## config.mk

```make
export PLATFORM = sky130hd
export DESIGN_NAME = dma_req_arbiter_flat
export DESIGN_NICKNAME = d
export VERILOG_FILES = /design/src/rtl/dma_req_arbiter_pkg.sv /design/src/rtl/dma_req_arbiter_if.sv /design/src/rtl/dma_req_arbiter_rr_arb2.sv /design/src/rtl/dma_req_arbiter.sv /design/src/flat_wrapper.sv
export SDC_FILE = /design/constraint.sdc
export NUM_CORES = 1
export LEC_CHECK = 0
export BUFFER_PORTS_ARGS = -buffer_cell sky130_fd_sc_hd__buf_2
export CORE_MARGIN = 3
export CORE_UTILIZATION = 44
export CTS_CLUSTER_DIAMETER = 120
export DETAILED_ROUTE_END_ITERATION = 10
export GPL_TIMING_DRIVEN = 0
export PLACE_DENSITY = 0.87
export SLEW_MARGIN = 20
export SYNTH_ARGS = -nofsm -noshare
export SYNTH_HDL_FRONTEND = slang
export SYNTH_HIERARCHICAL = 1
export SYNTH_SLANG_ARGS = --single-unit
```

## constraint.sdc

```tcl
create_clock -name cpu_clk -period 3.2 [get_ports cpu_clk]
set_input_delay 0.64 -clock cpu_clk [delete_from_list [all_inputs] [get_ports cpu_clk]]
set_output_delay 0.64 -clock cpu_clk [all_outputs]
set_load 0.005 [all_outputs]
```

## src/rtl/dma_req_arbiter_pkg.sv

```systemverilog
// Shared DMA definitions: arbiter state encoding, requester ids and default bus widths.
// Imported by the arbiter, its interface and its round-robin picker.
package dma_pkg;

    localparam int DMA_ADDR_WIDTH      = 32;
    localparam int DMA_BURST_LEN_WIDTH = 8;

    localparam logic REQ_ICACHE = 1'b0;
    localparam logic REQ_DCACHE = 1'b1;

    typedef enum logic [1:0] {
        ARB_IDLE = 2'd0,
        ARB_RD   = 2'd1,
        ARB_WR   = 2'd2,
        ARB_REL  = 2'd3
    } arb_state_t;

    function automatic logic [1:0] req_onehot(input logic id);
        return (id == REQ_DCACHE) ? 2'b10 : 2'b01;
    endfunction

endpackage

```

## src/rtl/dma_req_arbiter_if.sv

```systemverilog
// Requester and DMA handshake bundle of the arbiter; slave is the arbiter's view,
// master is the view of the environment driving requesters and the DMA.
interface dma_req_arbiter_if
    import dma_pkg::*;
#(
    parameter int ADDR_WIDTH      = DMA_ADDR_WIDTH,
    parameter int BURST_LEN_WIDTH = DMA_BURST_LEN_WIDTH
);
    logic [1:0]                   req_valid;
    logic [1:0]                   req_is_write;
    logic [2*ADDR_WIDTH-1:0]      req_addr;
    logic [2*BURST_LEN_WIDTH-1:0] req_burst_len;
    logic [1:0]                   req_ready;
    logic [1:0]                   req_done;

    logic                         dma_page_fault_happen;
    logic [ADDR_WIDTH-1:0]        dma_page_fault_addr;
    logic [BURST_LEN_WIDTH-1:0]   dma_page_fault_burst_len;
    logic                         dma_page_fault_done;
    logic                         dma_write_back_happen;
    logic [ADDR_WIDTH-1:0]        dma_write_back_addr;
    logic [BURST_LEN_WIDTH-1:0]   dma_write_back_burst_len;
    logic                         dma_write_back_done;

    logic                         busy;
    logic                         grant_id;
    logic                         timeout_err;

    modport slave (
        input  req_valid, req_is_write, req_addr, req_burst_len,
        input  dma_page_fault_done, dma_write_back_done,
        output req_ready, req_done,
        output dma_page_fault_happen, dma_page_fault_addr, dma_page_fault_burst_len,
        output dma_write_back_happen, dma_write_back_addr, dma_write_back_burst_len,
        output busy, grant_id, timeout_err
    );

    modport master (
        output req_valid, req_is_write, req_addr, req_burst_len,
        output dma_page_fault_done, dma_write_back_done,
        input  req_ready, req_done,
        input  dma_page_fault_happen, dma_page_fault_addr, dma_page_fault_burst_len,
        input  dma_write_back_happen, dma_write_back_addr, dma_write_back_burst_len,
        input  busy, grant_id, timeout_err
    );

endinterface

```

## src/rtl/dma_req_arbiter_rr_arb2.sv

```systemverilog
// Two-way round-robin picker: on a tie the requester that did not win last time wins.
// Purely combinational; the caller owns the last-grant state.
module rr_arb2
    import dma_pkg::*;
(
    input  logic [1:0] i_valid,
    input  logic       i_last,
    output logic       o_gnt_id,
    output logic       o_any
);

    assign o_any    = |i_valid;
    assign o_gnt_id = (i_valid == 2'b11) ? ~i_last : (i_valid[1] ? REQ_DCACHE : REQ_ICACHE);

endmodule

```

## src/rtl/dma_req_arbiter.sv

```systemverilog
// Grants the single DMA engine to the I-cache or D-cache, one fill/write-back at a time.
// Holds the DMA request level until done, then waits for done to drop before re-arming.
module dma_req_arbiter
    import dma_pkg::*;
#(
    parameter int ADDR_WIDTH      = DMA_ADDR_WIDTH,
    parameter int BURST_LEN_WIDTH = DMA_BURST_LEN_WIDTH,
    parameter int TIMEOUT_CYCLES  = 4096
)(
    input  logic              cpu_clk,
    input  logic              cpu_rst,
    dma_req_arbiter_if.slave  bus
);

    localparam int                CNT_W   = $clog2(TIMEOUT_CYCLES) + 1;
    localparam logic [CNT_W-1:0]  TO_LAST = CNT_W'(TIMEOUT_CYCLES - 1);

    arb_state_t                 r_state;
    logic                       r_last_grant;
    logic                       r_grant_id;
    logic                       r_is_wr;
    logic                       r_busy;
    logic [1:0]                 r_req_ready;
    logic [1:0]                 r_req_done;
    logic                       r_pf_happen;
    logic [ADDR_WIDTH-1:0]      r_pf_addr;
    logic [BURST_LEN_WIDTH-1:0] r_pf_len;
    logic                       r_wb_happen;
    logic [ADDR_WIDTH-1:0]      r_wb_addr;
    logic [BURST_LEN_WIDTH-1:0] r_wb_len;
    logic                       r_timeout_err;
    logic [CNT_W-1:0]           r_to_cnt;

    arb_state_t                 w_state_nxt;
    logic                       w_gnt_id;
    logic                       w_any;
    logic                       w_grant;
    logic                       w_done_fire;
    logic                       w_active;
    logic                       w_sel_wr;
    logic [ADDR_WIDTH-1:0]      w_sel_addr;
    logic [BURST_LEN_WIDTH-1:0] w_sel_len;

    rr_arb2 u_rr_arb2 (
        .i_valid  (bus.req_valid),
        .i_last   (r_last_grant),
        .o_gnt_id (w_gnt_id),
        .o_any    (w_any)
    );

    assign w_sel_wr   = bus.req_is_write[w_gnt_id];
    assign w_sel_addr = w_gnt_id ? bus.req_addr[ADDR_WIDTH +: ADDR_WIDTH]
                                 : bus.req_addr[0 +: ADDR_WIDTH];
    assign w_sel_len  = w_gnt_id ? bus.req_burst_len[BURST_LEN_WIDTH +: BURST_LEN_WIDTH]
                                 : bus.req_burst_len[0 +: BURST_LEN_WIDTH];
    assign w_active   = (r_state == ARB_RD) || (r_state == ARB_WR);

    always_comb begin
        w_state_nxt = r_state;
        w_grant     = 1'b0;
        w_done_fire = 1'b0;
        case (r_state)
            ARB_IDLE: begin
                // A done still high from the previous transfer must not be mistaken for completion.
                if (w_any && !bus.dma_page_fault_done && !bus.dma_write_back_done) begin
                    w_grant     = 1'b1;
                    w_state_nxt = w_sel_wr ? ARB_WR : ARB_RD;
                end
            end
            ARB_RD: begin
                if (bus.dma_page_fault_done) begin
                    w_done_fire = 1'b1;
                    w_state_nxt = ARB_REL;
                end
            end
            ARB_WR: begin
                if (bus.dma_write_back_done) begin
                    w_done_fire = 1'b1;
                    w_state_nxt = ARB_REL;
                end
            end
            ARB_REL: begin
                if (r_is_wr ? !bus.dma_write_back_done : !bus.dma_page_fault_done) begin
                    w_state_nxt = ARB_IDLE;
                end
            end
            default: w_state_nxt = ARB_IDLE;
        endcase
    end

    always_ff @(posedge cpu_clk or posedge cpu_rst) begin
        if (cpu_rst) begin
            r_state       <= ARB_IDLE;
            r_last_grant  <= REQ_DCACHE;
            r_grant_id    <= 1'b0;
            r_is_wr       <= 1'b0;
            r_busy        <= 1'b0;
            r_req_ready   <= 2'b00;
            r_req_done    <= 2'b00;
            r_pf_happen   <= 1'b0;
            r_pf_addr     <= '0;
            r_pf_len      <= '0;
            r_wb_happen   <= 1'b0;
            r_wb_addr     <= '0;
            r_wb_len      <= '0;
            r_timeout_err <= 1'b0;
            r_to_cnt      <= '0;
        end else begin
            r_state     <= w_state_nxt;
            r_busy      <= (w_state_nxt != ARB_IDLE);
            r_req_ready <= 2'b00;
            r_req_done  <= 2'b00;

            if (w_grant) begin
                r_req_ready  <= req_onehot(w_gnt_id);
                r_grant_id   <= w_gnt_id;
                r_last_grant <= w_gnt_id;
                r_is_wr      <= w_sel_wr;
                r_to_cnt     <= '0;
                if (w_sel_wr) begin
                    r_wb_happen <= 1'b1;
                    r_wb_addr   <= w_sel_addr;
                    r_wb_len    <= w_sel_len;
                end else begin
                    r_pf_happen <= 1'b1;
                    r_pf_addr   <= w_sel_addr;
                    r_pf_len    <= w_sel_len;
                end
            end

            if (w_done_fire) begin
                r_pf_happen <= 1'b0;
                r_wb_happen <= 1'b0;
                r_req_done  <= req_onehot(r_grant_id);
            end

            // The DMA cannot be aborted, so a timeout only flags and keeps waiting.
            if (w_active) begin
                if (r_to_cnt != TO_LAST) begin
                    r_to_cnt <= r_to_cnt + CNT_W'(1);
                end else begin
                    r_timeout_err <= 1'b1;
                end
            end
        end
    end

    assign bus.req_ready                = r_req_ready;
    assign bus.req_done                 = r_req_done;
    assign bus.dma_page_fault_happen    = r_pf_happen;
    assign bus.dma_page_fault_addr      = r_pf_addr;
    assign bus.dma_page_fault_burst_len = r_pf_len;
    assign bus.dma_write_back_happen    = r_wb_happen;
    assign bus.dma_write_back_addr      = r_wb_addr;
    assign bus.dma_write_back_burst_len = r_wb_len;
    assign bus.busy                     = r_busy;
    assign bus.grant_id                 = r_grant_id;
    assign bus.timeout_err              = r_timeout_err;

endmodule

```

## src/flat_wrapper.sv

```systemverilog
// flat-port wrapper written by rule: the top's interface ports become plain ports
module dma_req_arbiter_flat import dma_pkg::*;
#(
    parameter int ADDR_WIDTH      = DMA_ADDR_WIDTH,
    parameter int BURST_LEN_WIDTH = DMA_BURST_LEN_WIDTH,
    parameter int TIMEOUT_CYCLES  = 4096
)
  (cpu_clk, cpu_rst, bus_req_valid, bus_req_is_write, bus_req_addr, bus_req_burst_len, bus_dma_page_fault_done, bus_dma_write_back_done, bus_req_ready, bus_req_done, bus_dma_page_fault_happen, bus_dma_page_fault_addr, bus_dma_page_fault_burst_len, bus_dma_write_back_happen, bus_dma_write_back_addr, bus_dma_write_back_burst_len, bus_busy, bus_grant_id, bus_timeout_err);
  dma_req_arbiter_if #(.ADDR_WIDTH(ADDR_WIDTH), .BURST_LEN_WIDTH(BURST_LEN_WIDTH)) bus_i ();
  input  logic cpu_clk;
  input  logic cpu_rst;
  input wire logic [$bits(bus_i.req_valid)-1:0] bus_req_valid;
  input wire logic [$bits(bus_i.req_is_write)-1:0] bus_req_is_write;
  input wire logic [$bits(bus_i.req_addr)-1:0] bus_req_addr;
  input wire logic [$bits(bus_i.req_burst_len)-1:0] bus_req_burst_len;
  input wire logic [$bits(bus_i.dma_page_fault_done)-1:0] bus_dma_page_fault_done;
  input wire logic [$bits(bus_i.dma_write_back_done)-1:0] bus_dma_write_back_done;
  output wire logic [$bits(bus_i.req_ready)-1:0] bus_req_ready;
  output wire logic [$bits(bus_i.req_done)-1:0] bus_req_done;
  output wire logic [$bits(bus_i.dma_page_fault_happen)-1:0] bus_dma_page_fault_happen;
  output wire logic [$bits(bus_i.dma_page_fault_addr)-1:0] bus_dma_page_fault_addr;
  output wire logic [$bits(bus_i.dma_page_fault_burst_len)-1:0] bus_dma_page_fault_burst_len;
  output wire logic [$bits(bus_i.dma_write_back_happen)-1:0] bus_dma_write_back_happen;
  output wire logic [$bits(bus_i.dma_write_back_addr)-1:0] bus_dma_write_back_addr;
  output wire logic [$bits(bus_i.dma_write_back_burst_len)-1:0] bus_dma_write_back_burst_len;
  output wire logic [$bits(bus_i.busy)-1:0] bus_busy;
  output wire logic [$bits(bus_i.grant_id)-1:0] bus_grant_id;
  output wire logic [$bits(bus_i.timeout_err)-1:0] bus_timeout_err;
  assign bus_i.req_valid = bus_req_valid;
  assign bus_i.req_is_write = bus_req_is_write;
  assign bus_i.req_addr = bus_req_addr;
  assign bus_i.req_burst_len = bus_req_burst_len;
  assign bus_i.dma_page_fault_done = bus_dma_page_fault_done;
  assign bus_i.dma_write_back_done = bus_dma_write_back_done;
  assign bus_req_ready = bus_i.req_ready;
  assign bus_req_done = bus_i.req_done;
  assign bus_dma_page_fault_happen = bus_i.dma_page_fault_happen;
  assign bus_dma_page_fault_addr = bus_i.dma_page_fault_addr;
  assign bus_dma_page_fault_burst_len = bus_i.dma_page_fault_burst_len;
  assign bus_dma_write_back_happen = bus_i.dma_write_back_happen;
  assign bus_dma_write_back_addr = bus_i.dma_write_back_addr;
  assign bus_dma_write_back_burst_len = bus_i.dma_write_back_burst_len;
  assign bus_busy = bus_i.busy;
  assign bus_grant_id = bus_i.grant_id;
  assign bus_timeout_err = bus_i.timeout_err;
  dma_req_arbiter #(.ADDR_WIDTH(ADDR_WIDTH), .BURST_LEN_WIDTH(BURST_LEN_WIDTH), .TIMEOUT_CYCLES(TIMEOUT_CYCLES)) u_core (.cpu_clk(cpu_clk), .cpu_rst(cpu_rst), .bus(bus_i));
endmodule
```

==> summary.txt <==
Placement
  – Post-DP HPWL: ~9600 um
  – IO buf count: 176
  – RePlAce Congestion: 0.918

CTS
  – CTS Buffer Depth: 2
  – CTS tree: built
  – Cts bufs inserted: 9
  – CTS HTree Levels: 3
  – Root buffer cell: clkbuf_8
  – CTS resizes: 0
  – Clock sinks: 106
  – CTS clk-pin slew, worst paths: 0.11 ns
  – Postcts setup bufs: 0
  – Clock Latency Late Sink: approximately 0.36 ns
  – Post-cts hold buffer count: 0

Yosys
  – Synth async-reset ratio: 100%
  – Syn Nets: 533
  – Library cells used by synthesis: 42
  – Mapped Cells: 439
  – Seq/Total Area, Yosys: between 50 and 60%
  – EDFF count, synth: 0
  – Yosys top cell area share: ~57%
  – Ys Warns: 6
  – Cell accounting for the most synthesized area: dfrtp_1
  – Main area contributors after synthesis: dfrtp_1 57%, mux2i_1 9.6%, o21ai_0 9.3%
  – Synthesized area per cell: 10.4 um^2
  – Post-synthesis cell area: 4580 um^2
  – Synth Flop Type: dfrtp_1
  – Post-synthesis sequential element count: ~110

Floorplan
  – I/O pin count: between 150 and 200
  – Die H: 108 um
  – Initial Util: 46.0%
  – Core area: about 10000 um^2
  – Cell row count: 36
  – Die ar.: 11,700 um^2
  – Die W: 108 um

Setup path
  – CP top delay family: buffers and inverters
  – Startpoint Class: primary input
  – CP Class: primary input to flop
  – CP max stage delay: 0.36 ns
  – Worst R2R Path Depth: 7
  – Worst Setup EP: u_core/bus.dma_page_fault_addr[26]
  – Worst Path Max Fanout: 10
  – Worst setup path startpoint: bus_req_valid[1]
  – Crit path capture type: flop
  – Required time worst endpoint: 3.43 ns
  – CP Cell Sequence: buf_2 -> a21boi_1 -> buf_2 -> mux2i_1 -> nand2_1 -> clkbuf_1 -> nand2_1 -> o21ai_0
  – Worst Path Arrival: 2.43 ns
  – WP depth: 8
  – Worst R2R Setup Slack: 1.00 ns
  – Worst path buffer plus inverter count: 3
  – Worst r2r dst: u_core/bus.dma_page_fault_addr[26]
  – CP max-delay cell: mux2i_1
  – Worst r2r src: u_core/r_last_grant

Drt
  – Drt total wl: roughly 12,000 um
  – Met2 wire len: 6220 um
  – Avg WL per Cell: 16.1 um
  – Met1 WL: between 5000 and 6000 um
  – Top routing layer used: met4
  – Final ANT Viol Nets: 0
  – Vias/cell: 5.21
  – Pre-antenna DRT Iters: 4
  – First DRT Iteration DRCs: 248
  – Vias: 3,995
  – Remaining DRCs: 0
  – Routed wl met3: approximately 830 um

GRT
  – First-pass GRT wire length: 19,000 um
  – Pin count of the biggest net entering global routing: 38
  – Vias in the first global route: between 3,000 and 4,000
  – Total global routing overflow: 0
  – Initial antenna violation count: 0
  – GRT Overall Usage: 20.6%

STA
  – Setup tns final: 0 ns
  – Slew Limit Fails: 0
  – Min Clock Period, post-route: 2.20 ns
  – Period utilization: between 60% and 70%
  – Setup violators final: 0
  – Final Hold Fails: 0
  – RSZ-0062 raised after global routing: false
  – Worst Tran Pin Value: 0.530 ns
  – Worst clock skew: 0.0104 ns
  – Max-slew headroom: 64.7%
  – Final hold slack: approximately 0.26 ns
  – Fmax: between 400 and 500 MHz

Cells and area
  – Area Overhead vs Synth: 29.0%
  – Area occupied by multi-input gates: 1780 um^2
  – Register area: 2650 um^2
  – Layout cells sized above 1: about a third
  – Fillers: 852
  – Antenna Cells: 0
  – Nets: 723

Power
  – LEAKAGE: 3.06 nW
  – Max VDD drop: 0.350 mV
  – PwrDens: 830 nW/um^2

Worst hold path
  – Worst hold path class: primary input to asynchronous set/reset pin

Status
  – Status: completed

Run
  – Max Cap Viol: 0
==> cell usage in the layout (no fill, tap or decap), types with 2 or more instances in the layout <==
master	count
nand4_1	3
buf_2	185
inv_1	14
o221ai_1	4
nor4_1	2
mux2i_1	44
nor3_1	3
nand2b_1	3
clkbuf_8	9
inv_6	2
a31oi_1	4
a221o_1	2
ha_1	6
clkinvlp_4	2
xnor2_1	4
nand2_1	95
dfrtp_1	105
nand3_1	5
o21ai_0	85
or4_1	2
a211oi_1	2
mux2_2	2
buf_12	2
a21boi_0	2
nor2_1	9
o22ai_1	2
clkbuf_1	12
==> worst reg2reg max path: stages (launching register included) <==
cell and delay [ns]:
dfstp_2 0.38, a21boi_1 0.12, buf_2 0.27, mux2i_1 0.36
nand2_1 0.32, clkbuf_1 0.34, nand2_1 0.17, o21ai_0 0.11
==> where the power goes <==
| part | switching, W | internal (W) |
|---|---|---|
| logic | 0.000967 | 0.000795 |
| clock network | 0.000485 | 0.000379 |
| registers | 0.000364 | 0.00192 |
| total | 0.00182 | 0.00309 |
==> worst min-delay path by stage <==
| stage | end | slack, ns | startpoint |
|---|---|---|---|
| 2_1_floorplan | u_core/r_last_grant | 0.44 | u_core/r_last_grant |
| 3_3_place_gp | u_core/r_last_grant | 0.45 | u_core/r_last_grant |
| 3_5_place_dp | u_core/bus.timeout_err | 0.45 | u_core/bus.timeout_err |
| 4_1_cts | u_core/bus.dma_write_back_addr[27] | 0.24 | cpu_rst |
| 5_1_grt | u_core/bus.dma_write_back_addr[27] | 0.24 | cpu_rst |
| 6_report | u_core/bus.dma_write_back_addr[27] | 0.26 | cpu_rst |
==> synthesized netlist by cell type, drive strengths merged, types with 2 or more instances <==
| cell type | count |
|---|---|
| dfrtp | 105 |
| nand2 | 96 |
| o21ai | 86 |
| mux2i | 44 |
| inv | 15 |
| clkbuf | 12 |
| buf | 10 |
| nor2 | 9 |
| ha | 6 |
| nand3 | 6 |
| a31oi | 4 |
| o221ai | 4 |
| xnor2 | 4 |
| a21boi | 3 |
| nand2b | 3 |
| nand4 | 3 |
| nor3 | 3 |
| nor4 | 3 |
| or4 | 3 |
| a211oi | 2 |
| a221o | 2 |
| mux2 | 2 |
| o22ai | 2 |
==> metal layers <==
metal,vias up,GRT usage (%)
met4,0,5.23
li1,1889,-
met2,161,36.2
met1,1934,26.2
met5,-,0
met3,11,4.00
==> metrics by stage <==
step / utilization [%] / instances / area, um^2 / setup slack, ns / total power [W]
finish: 59.4 / 767 / 5910 / 1.00 / 0.00491
CTS: 59.4 / 767 / 5910 / 1.00 / 0.00495
global route: 59.4 / 767 / 5910 / 0.832 / 0.00529
detailed placement: 57.3 / 751 / 5700 / 0.621 / 0.00410
global placement: 56.6 / 748 / 5630 / 0.673 / 0.00396
floorplan: - / 439 / 4580 / 1.27 / 0.00319
==> cell type report <==
cell class / count / area share [%]
Timing Repair Buffer: 179 / 16.0
Sequential cell: 106 / 44.9
Buffer: 22 / 1.59
Clock buffer: 9 / 2.10
Clock inverter: 7 / 1.48
Inverter: 15 / 1.02
Multi-Input combinational cell: 296 / 30.1
Tap cell: 133 / 2.82
==> state kept, by name (all words and copies together), names as in the netlist, 2 cells and up <==
signal                               cells
u_core/bus.dma_page_fault_addr          32
u_core/bus.dma_write_back_addr          32
u_core/r_to_cnt                         13
u_core/bus.dma_page_fault_burst_len      8
u_core/bus.dma_write_back_burst_len      8
u_core/bus.req_done                      2
u_core/bus.req_ready                     2
u_core/r_state                           2
==> kinds of logic after synthesis <==
family                   Yosys count  synth area share, %
AO/OA/AOI/OAI                    107                 13.2
buffers and inverters             37                 3.28
multiplexers                      46                 10.1
flip-flops                       106                 57.9
XOR/XNOR                           4                0.765
AND/OR/NAND/NOR                  133                 13.1
adder cells (fa/ha/maj)            6                 1.64
No activity file was read; power rests on OpenSTA's default activity.
